[src/rtl/elastic_pipe_reg.sv]
// elastic_pipe_reg: WIDTH-bit pipeline stage with a DEPTH-entry circular buffer and valid/ready on both sides.
// Optional zero-latency pass-through when empty is enabled by defining PIPE_BYPASS_EN.
module elastic_pipe_reg #(
    parameter int WIDTH = 32,
    parameter int DEPTH = 2
) (
    input  logic                         CLK,
    input  logic                         RST,
    input  logic                         enable,
    input  logic                         flush,
    input  logic                         in_valid,
    output logic                         in_ready,
    input  logic [WIDTH-1:0]             in_data,
    output logic                         out_valid,
    input  logic                         out_ready,
    output logic [WIDTH-1:0]             out_data,
    output logic [$clog2(DEPTH+1)-1:0]   count
);

    localparam int PTR_W = (DEPTH > 1) ? $clog2(DEPTH) : 1;
    localparam int CNT_W = $clog2(DEPTH+1);

    logic [WIDTH-1:0] r_buf [DEPTH];
    logic [PTR_W-1:0] r_wrPtr;
    logic [PTR_W-1:0] r_rdPtr;
    logic [CNT_W-1:0] r_count;

    logic w_active;
    logic w_empty;
    logic w_full;
    logic w_push;
    logic w_pop;
    logic w_store;
    logic w_bypassTake;

    // Pointers wrap explicitly so non-power-of-two depths work.
    function automatic logic [PTR_W-1:0] nextPtr(input logic [PTR_W-1:0] p);
        return (p == PTR_W'(DEPTH - 1)) ? '0 : p + PTR_W'(1);
    endfunction

    assign w_active = !RST && enable && !flush;
    assign w_empty  = (r_count == '0);
    assign w_full   = (r_count == CNT_W'(DEPTH));
    assign in_ready = w_active && !w_full;
    assign w_push   = in_valid && in_ready;
    assign count    = r_count;

`ifdef PIPE_BYPASS_EN
    logic w_bypass;
    assign w_bypass     = w_active && w_empty && in_valid;
    assign w_bypassTake = w_bypass && out_ready;
    assign out_valid    = w_active && (!w_empty || in_valid);
    assign out_data     = !w_empty ? r_buf[r_rdPtr] : (w_bypass ? in_data : '0);
`else
    assign w_bypassTake = 1'b0;
    assign out_valid    = w_active && !w_empty;
    assign out_data     = w_empty ? '0 : r_buf[r_rdPtr];
`endif

    // A bypassed item is consumed directly, so it neither occupies nor frees an entry.
    assign w_pop   = out_valid && out_ready && !w_empty;
    assign w_store = w_push && !w_bypassTake;

    always_ff @(posedge CLK) begin
        if (w_store) begin
            r_buf[r_wrPtr] <= in_data;
        end
    end

    always_ff @(posedge CLK) begin
        if (RST || flush) begin
            r_count <= '0;
            r_wrPtr <= '0;
            r_rdPtr <= '0;
        end else begin
            if (w_store) begin
                r_wrPtr <= nextPtr(r_wrPtr);
            end
            if (w_pop) begin
                r_rdPtr <= nextPtr(r_rdPtr);
            end
            case ({w_store, w_pop})
                2'b10:   r_count <= r_count + CNT_W'(1);
                2'b01:   r_count <= r_count - CNT_W'(1);
                default: r_count <= r_count;
            endcase
        end
    end

endmodule

[config.mk]
export PLATFORM = sky130hd
export DESIGN_NAME = elastic_pipe_reg
export DESIGN_NICKNAME = d
export VERILOG_FILES = /design/src/rtl/elastic_pipe_reg.sv
export SDC_FILE = /design/constraint.sdc
export NUM_CORES = 1
export LEC_CHECK = 0
export CAP_MARGIN = 20
export CORE_ASPECT_RATIO = 1.25
export CORE_MARGIN = 2
export CORE_UTILIZATION = 43
export DETAILED_ROUTE_END_ITERATION = 6
export GPL_TIMING_DRIVEN = 0
export PLACE_DENSITY_LB_ADDON = 0.3
export SYNTH_ARGS = -nofsm -noshare
export SYNTH_HDL_FRONTEND = slang
export SYNTH_SLANG_ARGS = --single-unit
[constraint.sdc]
create_clock -name CLK -period 2.5 [get_ports CLK]
set_input_delay 0.25 -clock CLK [delete_from_list [all_inputs] [get_ports CLK]]
set_output_delay 0.25 -clock CLK [all_outputs]
set_load 0.005 [all_outputs]
==> metrics.md <==
| Metric | Value |
|---|---|
| Endpoints failing hold | `0` |
| Die X | `74.3 µm` |
| DR WL/cell | `14.0 µm` |
| Final min period | `2.10 ns` |
| Hold path cells | `1` |
| Clk buf depth | `2` |
| Max incr delay on CP | `0.46 ns` |
| Nets | `291` |
| Initial Util | `0.437` |
| Overall routed net length | `4780 µm` |
| Post-Syn Area per Cell | `16.0 µm²` |
| Largest net degree at the start of global routing | `19` |
| Clk sinks | `69` |
| #FFs+latches synth | `69` |
| DPL Wire Length | `3310 µm` |
| Pre-antenna DRT Iters | `4` |
| Number of port buffers | `73` |
| Filler cells | `495` |
| Gr ovfl total | `0` |
| Post-route DRC violation count | `0` |
| GRT Util Overall | `0.153` |
| Post-route ant nets | `0` |
| Vias in the first global route | `1677` |
| CTS buffer count | `9` |
| Root Buffer | `clkbuf_8` |
| Seq/Total Area, Yosys | `0.760` |
| Worst reg-to-reg setup slack | `0.55 ns` |
| Syn. warnings | `0` |
| CTS H-tree lvls | `3` |
| Final setup fails | `0` |
| Vias/cell | `4.72` |
| Gp weighted congestion | `0.690` |
| Fraction of layout cells with a size suffix above 1 | `0.101` |
| First-pass GRT wire length | `7670 µm` |
| Fmax | `476 MHz` |
| Crit share post-route | `0.841` |
| Crit path max fanout | `10` |
| CP max-delay cell | `clkdlybuf4s50_1` |
| CP Cell Sequence | `nor2_2 > buf_2 > nor2_1 > clkdlybuf4s50_1` |
| Antenna violations before repair | `0` |
| Worst Max-Slew Pin Slew | `0.541 ns` |
| HP Start | `in_data[22]` |
| Routed via count | `1615` |
| Setup ws final | `0.397 ns` |
| DIE AREA | `0.00683 mm²` |
| DR iter-0 viols | `73` |
| Storage element area | `0.00202 mm²` |
| Kind of critical path | `reg -> out` |
| Worst setup EP type | `output pin` |
| Worst vdd ir | `407 µV` |
| Area grow syn2layout | `42.8%` |
| Num rows | `32` |
| Largest delay share family, worst path | `buffers and inverters` |
| Critical path launch point type | `flop` |
| Post-CTS setup buffer count | `0` |
| Setup repair after global routing missed its margin | `false` |
| # resized after CTS | `0` |
| Syn Nets | `205` |
| Worst relative slew slack | `0.638` |
| Setup WS pre-CTS | `0.294 ns` |
| Worst hold path class | `in -> reg` |
| Critical R2R Launch | `count[0]` |
| Final hold slack | `0.499 ns` |
| Power Density | `637 mW/mm²` |
| Library cells used by synthesis | `23` |
| CP arrival | `1.85 ns` |
| Final Non-Filler Cells | `342` |
| Clock latency on the worst-skew pair | `0.33 ns` |
| CP bufs+invs | `2` |
| CORE AREA | `0.00609 mm²` |
| Clk_skew | `0.00646 ns` |
| Area of the mapped netlist | `0.00266 mm²` |
| Post-route core utilization | `0.624` |
| Most common cell after layout, fill and taps aside | `clkdlybuf4s50_1` |
| Leak | `1.20 nW` |
| Clk pin slew, worst setup/hold paths | `0.07 ns` |
| Max-slew violations | `0` |
| N_diodes | `0` |
| CTS tree | `yes` |
| Outcome | `finished clean` |
| Post-Synthesis Cells | `166` |
| DIE HEIGHT | `91.9 µm` |
| Hold buffers post-CTS | `0` |
| Max-Cap Viols | `0` |
| Most frequent cells in the layout | `73 x clkdlybuf4s50_1, 64 x edfxtp_1, 34 x nor2_1` |
| R2R Path End | `r_buf[1][30]` |
| R2R cell count | `4` |
| Multi-input combinational cell area | `601 µm²` |
| Ports | `74` |
| Worst EP required | `2.25 ns` |
| Worst hold endpoint | `r_buf[0][22]` |
| Inst Count DP | `326` |
## kinds of logic (layout without fill, tap and decap cells)
logic type,after synthesis,in the layout,share of synthesized area
buffers and inverters,9,100,0.0193
adder cells (fa/ha/maj),1,1,0.00471
AO/OA/AOI/OAI,7,7,0.0151
XOR/XNOR,2,2,0.00659
flip-flops,69,69,0.760
multiplexers,32,32,0.120
AND/OR/NAND/NOR,46,46,0.0734
## worst reg2reg max path, stage by stage, from the launching register on
cell      delay (ns)
dfxtp_1         0.42
nand2b_1        0.17
nand4_1         0.30
nor2_4          0.53
buf_16          0.23
## registers in the layout (all words and copies together) (netlist names), named ones only
name     count
r_buf       64
r_rdPtr      1
count        2
r_wrPtr      1
## worst max-delay path by stage
stage                        start           end  cells past startpoint
after floorplan           count[0]   r_buf[0][0]                      3
after global placement         RST  r_buf[1][22]                      4
after detailed placement       RST  r_buf[1][28]                      5
after CTS                 count[1]  out_data[16]                      4
after global routing      count[1]  out_data[12]                      4
final                     count[1]  out_data[17]                      4
## where the power goes
| part | internal [W] | switching (W) |
|---|---|---|
| sequential | 0.00127 | 0.00000353 |
| combinational | 0.0000698 | 0.0000354 |
| clock | 0.000659 | 0.000378 |
## final cells by class
type | instances | area share
plain buffers | 8 | 0.0125
flip-flops and latches | 69 | 0.533
multi-input cells | 88 | 0.158
clock buffers | 11 | 0.0346
inverters | 1 | 0.000989
repair buffers | 75 | 0.207
well taps | 85 | 0.0280
clock inverters | 5 | 0.0260
## synth_stat cells (all sizes together)
library cell,count,share of area
edfxtp,64,0.72
nor2,37,0.053
mux2i,32,0.12
buf,8,0.018
dfxtp,5,0.038
a21oi,3,0.0056
o21ai,3,0.0056
or3,2,0.0047
a311o,1,0.0038
and3,1,0.0024
ha,1,0.0047
inv,1,0.0014
nand2,1,0.0014
nand2b,1,0.0024
nand4,1,0.0024
nor3,1,0.0019
nor3b,1,0.0028
or2,1,0.0024
xnor2,1,0.0033
xor2,1,0.0033
## through the flow
step	TNS, ns	power [W]	instance area, µm²
2_1_floorplan	-2.87	0.00132	2660
3_3_place_gp	-70.58	0.00140	3500
3_5_place_dp	0	0.00141	3570
4_1_cts	0	0.00244	3800
5_1_grt	0	0.00250	3800
6_report	0	0.00242	3800
## metal layers
layer  global-route usage  wire, µm  up-vias
li1                     -         -      785
met1                0.169      1870      778
met2                0.263      2550       47
met3               0.0571       298        5
met4               0.0580        64        0
met5                    0         0        -
Note: power is estimated with default switching activity, not from simulation.
